--- src/rtl/ram_arbiter_pkg.sv ---
// Shared types and sizing constants for the RAM arbiter.
package ram_arbiter_pkg;

    // Access-length counter width (ACC is limited to 1..15)
    localparam int CNT_W  = 4;

    // Default RAM geometry
    localparam int DEF_AW = 18;
    localparam int DEF_DW = 16;

    // Arbiter FSM encoding
    typedef enum logic [1:0] {
        ST_IDLE   = 2'd0,
        ST_ACCESS = 2'd1,
        ST_DONE   = 2'd2
    } state_e;

endpackage

--- src/rtl/ram_arbiter_rr_pick.sv ---
// Combinational round-robin picker: first eligible channel after 'last'.
module rr_pick #(
    parameter int NCH = 3,
    parameter int LW  = 2
) (
    input  logic [NCH-1:0] elig,
    input  logic [LW-1:0]  last,
    output logic [NCH-1:0] win,
    output logic           vld
);

    // Scan channels last+1, last+2, ... wrapping; the first eligible one wins
    always_comb begin
        int c;
        win = '0;
        vld = 1'b0;
        c   = 0;
        for (int k = 1; k <= NCH; k++) begin
            c = (int'(last) + k) % NCH;
            if (!vld && elig[c]) begin
                win[c] = 1'b1;
                vld    = 1'b1;
            end
        end
    end

endmodule

--- src/rtl/ram_arbiter.sv ---
// Multi-channel RAM arbiter: round-robin grant, fixed-length RAM access,
// one-cycle ack. Channel 0 (loader) is the only eligible one while initializing.
module ram_arbiter
    import ram_arbiter_pkg::*;
#(
    parameter int NCH = 3,
    parameter int AW  = DEF_AW,
    parameter int DW  = DEF_DW,
    parameter int ACC = 2
) (
    input  logic              clk,
    input  logic              rst,
    input  logic              initializing,
    input  logic [NCH-1:0]    req,
    input  logic [NCH-1:0]    we,
    input  logic [NCH*AW-1:0] addr,
    input  logic [NCH*DW-1:0] wdata,
    output logic [NCH-1:0]    gnt,
    output logic [NCH-1:0]    ack,
    output logic [DW-1:0]     rdata,
    output logic [AW-1:0]     ram_addr,
    output logic [DW-1:0]     ram_wdata,
    output logic              ram_we,
    output logic              ram_oe,
    input  logic [DW-1:0]     ram_rdata,
    output logic              busy
);

    localparam int              LW       = $clog2(NCH);
    localparam logic [CNT_W-1:0] CNT_LAST = CNT_W'(ACC - 1);

    state_e           state_q, state_d;
    logic [CNT_W-1:0] cnt_q, cnt_d;
    logic [LW-1:0]    last_q, last_d;
    logic [NCH-1:0]   gnt_q, gnt_d;
    logic [NCH-1:0]   ack_q, ack_d;
    logic [AW-1:0]    ram_addr_q, ram_addr_d;
    logic [DW-1:0]    ram_wdata_q, ram_wdata_d;
    logic             ram_we_q, ram_we_d;
    logic             ram_oe_q, ram_oe_d;
    logic [DW-1:0]    rdata_q, rdata_d;

    logic [NCH-1:0]   elig;
    logic [NCH-1:0]   pick_win;
    logic             pick_vld;
    logic             last_cyc;

    assign elig     = initializing ? (req & NCH'(1)) : req;
    assign last_cyc = (cnt_q == CNT_LAST);

    rr_pick #(.NCH(NCH), .LW(LW)) u_pick (
        .elig (elig),
        .last (last_q),
        .win  (pick_win),
        .vld  (pick_vld)
    );

    // FSM state register
    always_ff @(posedge clk) begin
        if (rst) state_q <= ST_IDLE;
        else     state_q <= state_d;
    end

    // FSM next-state: arbitrate in IDLE, hold ACCESS for ACC cycles, one DONE cycle
    always_comb begin
        state_d = state_q;
        unique case (state_q)
            ST_IDLE:   if (pick_vld) state_d = ST_ACCESS;
            ST_ACCESS: if (last_cyc) state_d = ST_DONE;
            ST_DONE:   state_d = ST_IDLE;
            default:   state_d = ST_IDLE;
        endcase
    end

    // Datapath next values: latch the winner's request, count access, capture read data
    always_comb begin
        cnt_d       = cnt_q;
        last_d      = last_q;
        gnt_d       = gnt_q;
        ack_d       = '0;
        ram_addr_d  = ram_addr_q;
        ram_wdata_d = ram_wdata_q;
        ram_we_d    = ram_we_q;
        ram_oe_d    = ram_oe_q;
        rdata_d     = rdata_q;
        unique case (state_q)
            ST_IDLE: begin
                if (pick_vld) begin
                    cnt_d = '0;
                    gnt_d = pick_win;
                    for (int i = 0; i < NCH; i++) begin
                        if (pick_win[i]) begin
                            ram_addr_d  = addr[i*AW +: AW];
                            ram_wdata_d = wdata[i*DW +: DW];
                            ram_we_d    = we[i];
                            ram_oe_d    = !we[i];
                            // loader grants during init do not move the pointer
                            if (!initializing) last_d = LW'(i);
                        end
                    end
                end
            end
            ST_ACCESS: begin
                if (last_cyc) begin
                    cnt_d    = '0;
                    ack_d    = gnt_q;
                    gnt_d    = '0;
                    ram_we_d = 1'b0;
                    ram_oe_d = 1'b0;
                    if (ram_oe_q) rdata_d = ram_rdata;
                end else begin
                    cnt_d = cnt_q + 1'b1;
                end
            end
            default: ;
        endcase
    end

    // Datapath registers
    always_ff @(posedge clk) begin
        if (rst) begin
            cnt_q       <= '0;
            last_q      <= LW'(NCH - 1);
            gnt_q       <= '0;
            ack_q       <= '0;
            ram_addr_q  <= '0;
            ram_wdata_q <= '0;
            ram_we_q    <= 1'b0;
            ram_oe_q    <= 1'b0;
            rdata_q     <= '0;
        end else begin
            cnt_q       <= cnt_d;
            last_q      <= last_d;
            gnt_q       <= gnt_d;
            ack_q       <= ack_d;
            ram_addr_q  <= ram_addr_d;
            ram_wdata_q <= ram_wdata_d;
            ram_we_q    <= ram_we_d;
            ram_oe_q    <= ram_oe_d;
            rdata_q     <= rdata_d;
        end
    end

    assign gnt       = gnt_q;
    assign ack       = ack_q;
    assign rdata     = rdata_q;
    assign ram_addr  = ram_addr_q;
    assign ram_wdata = ram_wdata_q;
    assign ram_we    = ram_we_q;
    assign ram_oe    = ram_oe_q;
    assign busy      = (state_q != ST_IDLE);

endmodule

--- config.mk ---
export PLATFORM = sky130hd
export DESIGN_NAME = ram_arbiter
export DESIGN_NICKNAME = d
export VERILOG_FILES = /design/src/rtl/ram_arbiter_pkg.sv /design/src/rtl/ram_arbiter_rr_pick.sv /design/src/rtl/ram_arbiter.sv
export SDC_FILE = /design/constraint.sdc
export NUM_CORES = 1
export LEC_CHECK = 0
export CELL_PAD_IN_SITES_DETAIL_PLACEMENT = 1
export CELL_PAD_IN_SITES_GLOBAL_PLACEMENT = 2
export CORE_MARGIN = 4
export CORE_UTILIZATION = 19
export CTS_BUF_LIST = sky130_fd_sc_hd__clkbuf_16
export CTS_CLUSTER_SIZE = 14
export DETAILED_ROUTE_END_ITERATION = 7
export PLACE_DENSITY = 0.87
export SETUP_SLACK_MARGIN = 0.2
export SYNTH_ARGS = -nofsm -noshare
export SYNTH_HDL_FRONTEND = slang
export SYNTH_SLANG_ARGS = --single-unit
--- constraint.sdc ---
create_clock -name clk -period 2.7 [get_ports clk]
set_input_delay 0.81 -clock clk [delete_from_list [all_inputs] [get_ports clk]]
set_output_delay 0.81 -clock clk [all_outputs]
set_load 0.01 [all_outputs]
**Word level (Yosys, flattened, before mapping)**

Cells that the tools add are included.

- Add/subtract/negate cells: 4
- $mul: 0
- Divide/modulo/power cells: 3
- Magnitude comparators: 6
- Equality and inequality tests: 5
- Shifts and indexed selects: 0
- Muxes and demuxes: 54
- Bitwise gates (word level): 4
- Reductions and logical operators: 22

Operators with widths:

| operator | number |
|---|---|
| >= comparator 32 x 1 -> 1 bit (second input constant) | 3 |
| < comparator 32 x 4 -> 1 bit (second input constant) | 3 |
| remainder unit 32 x 3 -> 32 bit (second input constant) | 3 |
| 2-to-1 mux 18 bit | 3 |
| 2-to-1 mux 16 bit | 3 |
| 2-to-1 mux 1 bit | 21 |
| 2-to-1 mux 3 bit | 6 |
| 2-to-1 mux 2 bit | 8 |
| AND reduction 3 bit | 3 |
| 2-to-1 mux 4 bit | 2 |
| case mux 4 bit (2 select lines) | 1 |
| adder 2 x 2 -> 3 bit (second input constant) | 2 |
| binary-select mux 1 bit (select 2 bit) | 3 |
| demux 1 bit (select 2 bit) | 3 |
| bitwise OR 3 bit | 2 |
| case mux 3 bit (2 select lines) | 1 |
| AND reduction 2 bit | 3 |
| logical AND 1 bit | 5 |
| zero test 1 bit | 5 |
| adder 4 x 1 -> 4 bit (second input constant) | 1 |
| equality test 4 x 1 -> 1 bit (second input constant) | 1 |
| != test 2 bit (second input constant) | 2 |
| != test 4 bit (second input constant) | 1 |
| case mux 1 bit (2 select lines) | 2 |
| other kinds (9) | 11 |

- Register bits: 66
- Bits in latches: 0
- Memory bits (writable): 0
- Bits in read-only memories: 0
- Input port bits: 127
- Output and inout bits: 59
- Logic and storage cells: 108
- Memories: 0

**Logic depth before layout (Yosys ltp)**

- Word-level depth: 17
- Mapped depth: 12
- Gate-level depth less buffers: 8

**Hierarchy**

From an unflattened synthesis, not the netlist that was laid out.

- Cell total of the unflattened synthesis: 426
- Area, all modules: 3773.6 um2

Modules (own cells, without submodules):

| module | instances | cells each | area an instance (um2) | seq. area each (um2) |
|---|---|---|---|---|
| ram_arbiter | 1 | 378 | 3464.6 | 1321.3 |
| rr_pick | 1 | 48 | 309.0 | 0.0 |

**Worst setup path before layout**

OpenSTA, ideal clock, no wires.

- Path type: reg2reg
- Start point: register (tool-made name)
- End point: register ram_addr_q[11] (netlist: ram_addr[11])
- Library setup time: 0.132 ns
- Arrival time: 2.793 ns
- Required time: 2.568 ns
- Setup slack: -0.225 ns
- Stages on the path, launching flop included: 12
- Path buffers: 3
- Period minus slack after synthesis: 2.925 ns
- Cell sequence: dfxtp_1 inv_1 ha_1 buf_2 or3b_1 o211a_2 mux2_4 or4_1 buf_2 buf_2 o2111ai_1 a21oi_1

RTL lines:

| item | RTL line | RTL |
|---|---|---|
| end signal, assigned | ram_arbiter.sv:136 | `ram_addr_q <= ram_addr_d;` |
| end, declared | ram_arbiter.sv:37 | `logic [AW-1:0] ram_addr_q, ram_addr_d;` |

==> qor_table.md <==
| Group | Result | Value |
|---|---|---|
| synth | Complex-gate fraction of the synthesized area | 39.2% |
| sta | Final clock skew | 8.21 ps |
| global routing | Via count of the first global-routing pass | 4630 |
| place | Final weighted congestion in routability-driven placement | 0.825 |
| run status | Outcome | finished clean |
| synth | Post-synthesis xor/xnor area fraction | 0.705% |
| sta | Worst Max-Slew Pin Slew | 669 ps |
| global routing | Initial antenna violation count | 0 |
| global routing | Global-route wire length before repair | 25500 um |
| clock tree | Num CTS Buffers | 9 |
| sta | Peak Freq | 373 MHz |
| sta | Tmin final | 2680 ps |
| min path | Type of the worst min-delay path | reg -> reg |
| routing | Number of optimization iterations in the first detailed-route pass | 4 |
| sta | Number of endpoints failing setup at the final stage | 0 |
| floorplan | Horizontal extent of the die | 148 um |
| synth | Fraction of synthesized cell area taken by the top area cell type | 35.4% |
| clock tree | H-tree depth | 3 |
| sta | Normalized max-slew margin | 55.4% |
| synth | Post-Synthesis Cells | 473 |
| setup path | Endpoint of the most critical register-to-register path | ram_oe |
| setup path | Critical path destination | ram_oe |
| synth | Largest cells by area after synthesis | dfxtp_1 (35%), o211ai_1 (14%), o2111ai_1 (8.0%) |
| setup path | Reg-to-reg setup timing slack | 20 ps |
| flow run | Number of max-capacitance violations reported | 0 |
| synth | Flop and latch count out of synthesis | 66 |
| clock tree | Hold-fix buffers, CTS | 0 |
| synth | Commonest register cell after synthesis | dfxtp_1 |
| sta | Final number of hold-violating endpoints | 0 |
| synth | Simple-gate area share of the yosys netlist | 12.3% |
| synth | Dominant cell type by area after synthesis | dfxtp_1 |
| synth | Mapped Area | 3730 um2 |
| place | Total of buffers placed on input and output ports | 185 |
| routing | Routed length per placed instance | 17.9 um |
| setup path | Setup CP Type | reg -> reg |
| floorplan | Num rows | 50 |
| place | Cell area after placement | 6210 um2 |
| setup path | Required time at the endpoint of the critical path | 2980 ps |
| global routing | Total routing resource utilization after global routing | 14.7% |
| synth | Multiplexer share of the synthesized area | 0.671% |
| clock tree | Maximum root-to-sink buffer count | 2 |
| global routing | Pin count of the biggest net entering global routing | 37 |
| clock tree | CTS tree | done |
| setup path | Signal arrival time at the worst endpoint | 2950 ps |
| finish | Layout overhead on the synthesized area | 78.2% |
| finish | Proportion of layout cells with a drive suffix above 1 | 14.9% |
| min path | Worst hold path cell count | 2 |
| clock tree | CTS Sinks | 66 |
| clock tree | Clock-pin slew on the worst setup and hold paths | 50 ps |
| floorplan | Io pins | 186 |
| floorplan | Vertical extent of the die | 148 um |
| power and ir drop | Pwr dens | 1120 nW/um2 |
| routing | Number of DRC violations after detailed routing | 0 |
| synth | Yosys synthesis warning count | 0 |
| synth | Portion of the post-synthesis area used by sequential elements | 35.4% |
| sta | Setup repair after global routing missed its margin | yes |
| finish | Cell area after layout | 6640 um2 |
| setup path | Critical Path End Type | register |
| routing | DRT antenna net count | 0 |
| synth | Synthesized net count | 606 |
| floorplan | Area of the die | 21900 um2 |
| finish | Commonest cells after routing, fill and taps aside | clkdlybuf4s50_1 (180), o211ai_1 (71), dfxtp_1 (64) |
| sta | Worst hold slack | 454 ps |
| routing | Count of routing violations after the opening detailed-route iteration | 127 |
| synth | Number of flops mapped to enable cells by yosys | 0 |
| synth | Post-Synthesis Mean Instance Area | 7.88 um2 |
| power and ir drop | Worst VDD drop | 0.000627 V |
| finish | Most common cell after layout, fill and taps aside | clkdlybuf4s50_1 |
| routing | DR vias | 4477 |
| routing | Total routed wirelength | 16800 um |
| place | HPWL after detailed placement | 12200 um |
| synth | Fraction of the mapped netlist area in adder cells | 2.01% |
| floorplan | Floorplan Core Area | 19000 um2 |
| synth | Number of distinct library cells after synthesis | 49 |
| setup path | CP Launch Type | register |
| sta | Max-slew violation count | 0 |
| setup path | Worst-case reg-to-reg path depth | 9 |
| routing | Via-to-Cell Ratio | 4.77 |
| setup path | Worst Path Max Fanout | 6 |
| clock tree | Clock Tree Root | clkbuf_16 |
| power and ir drop | Reported leakage power | 2.40 nW |
| sta | Final Cycle Share | 99.2% |
| clock tree | Clk Latency, worst-skew pair | 340 ps |
| floorplan | Starting density of the core | 19.6% |
| synth | Async set-reset flop share out of synthesis | 0% |
| synth | Dominant combinational cell family by area after synthesis | compound AO/OA/AOI/OAI gates |
| finish | Layout net count | 809 |
| global routing | Overall overflow remaining after global route | 0 |
| finish | Number of diodes | 0 |
## repair_timing
| item | in CTS | in global routing |
|---|---|---|
| pin swaps | 5 | 1 |
| gates cloned | 1 | 1 |
| setup buffers | 6 | 2 |
| endpoints found under the hold margin | 0 | 0 |
| endpoints found under the setup margin | 41 | 38 |
| resized for setup | 18 | 17 |
## cell type report
class	count	area, um2
clock inverter	5	23.8
clock buffer	9	225
multi-input combinational	314	2190
inverter	42	158
sequential	66	1330
fill	2269	12400
timing repair buffer	243	2390
tap	260	325
## cell usage after synthesis, types with 2 or more instances
master,n
or3_1,2
nor2_1,9
xor2_1,2
dfxtp_1,66
nand2_1,41
nand2b_1,4
nand4bb_1,3
nor4bb_1,2
inv_1,42
o2111ai_1,34
clkbuf_1,41
or3b_1,3
ha_1,6
nor2b_1,3
o211ai_1,71
a31oi_1,3
o21ai_1,32
a41oi_1,2
buf_2,10
a21oi_1,57
o21ai_0,4
and2_1,4
o21a_1,2
nand3_1,4
nand3b_1,2
## how the worst min path moves through the flow
stage,start,endpoint,slack (ps)
6_report,rdata[14],rdata[14],450
3_3_place_gp,rdata[11],rdata[11],440
2_1_floorplan,cnt_q[3],cnt_q[3],480
5_1_grt,rdata[2],rdata[2],470
4_1_cts,rdata[2],rdata[2],460
3_5_place_dp,rdata[2],rdata[2],450
## metal layers
layer  part of all wire (%)  up-vias  wire, um  global-route usage, %
met5                      0        -         0                      0
met4                    1.9        0       317                   4.30
met3                    8.1       22      1360                   6.22
met2                     47      151      7980                   24.6
met1                     43     2135      7150                   17.1
li1                       -     2169         -                      -
## logic make-up (layout without fill, tap and decap cells)
kind of cell	count (synthesis)	count (layout)
compound gates	217	217
buf+inv	93	299
simple gates	86	86
flops	66	66
fa+ha+maj	6	6
xor+xnor	3	3
mux	2	2
## critical path, cell delays in order, from the launching register on
cell,delay [ps]
dfxtp_4,350
inv_2,80
ha_4,220
or3b_4,370
o211a_4,160
mux2_4,310
or4_4,620
buf_6,160
a211oi_2,200
o21ba_1,140
## through the flow
stage / setup TNS, ps / worst slack, ps / utilization [%] / power (mW) / std cells
2_1_floorplan: -1590 / -53.3 / - / 3.86 / 473
3_3_place_gp: -19400 / -517 / 32.6 / 5.87 / 915
3_5_place_dp: -20520 / -546 / 32.6 / 5.96 / 915
4_1_cts: 0 / 25.5 / 34.5 / 7.31 / 936
5_1_grt: -589 / -52.7 / 34.9 / 7.94 / 939
6_report: 0 / 21.0 / 34.9 / 7.44 / 939
## report_power, final
part | total [mW] | internal [mW] | leakage (nW) | switching [mW]
clock network | 1.02 | 0.600 | 0.128 | 0.416
registers | 1.43 | 1.27 | 0.538 | 0.166
logic | 4.99 | 2.36 | 1.74 | 2.63
total | 7.44 | 4.23 | 2.40 | 3.21
## sequential cells by signal, indices dropped and copies added (netlist names), named ones only
| register | flops |
|---|---|
| ram_addr | 18 |
| ram_wdata | 16 |
| rdata | 16 |
| cnt_q | 4 |
| ack | 3 |
| gnt | 3 |
| state_q | 2 |
| ram_oe | 1 |
| ram_we | 1 |
Note: power is estimated with default switching activity, not from simulation.
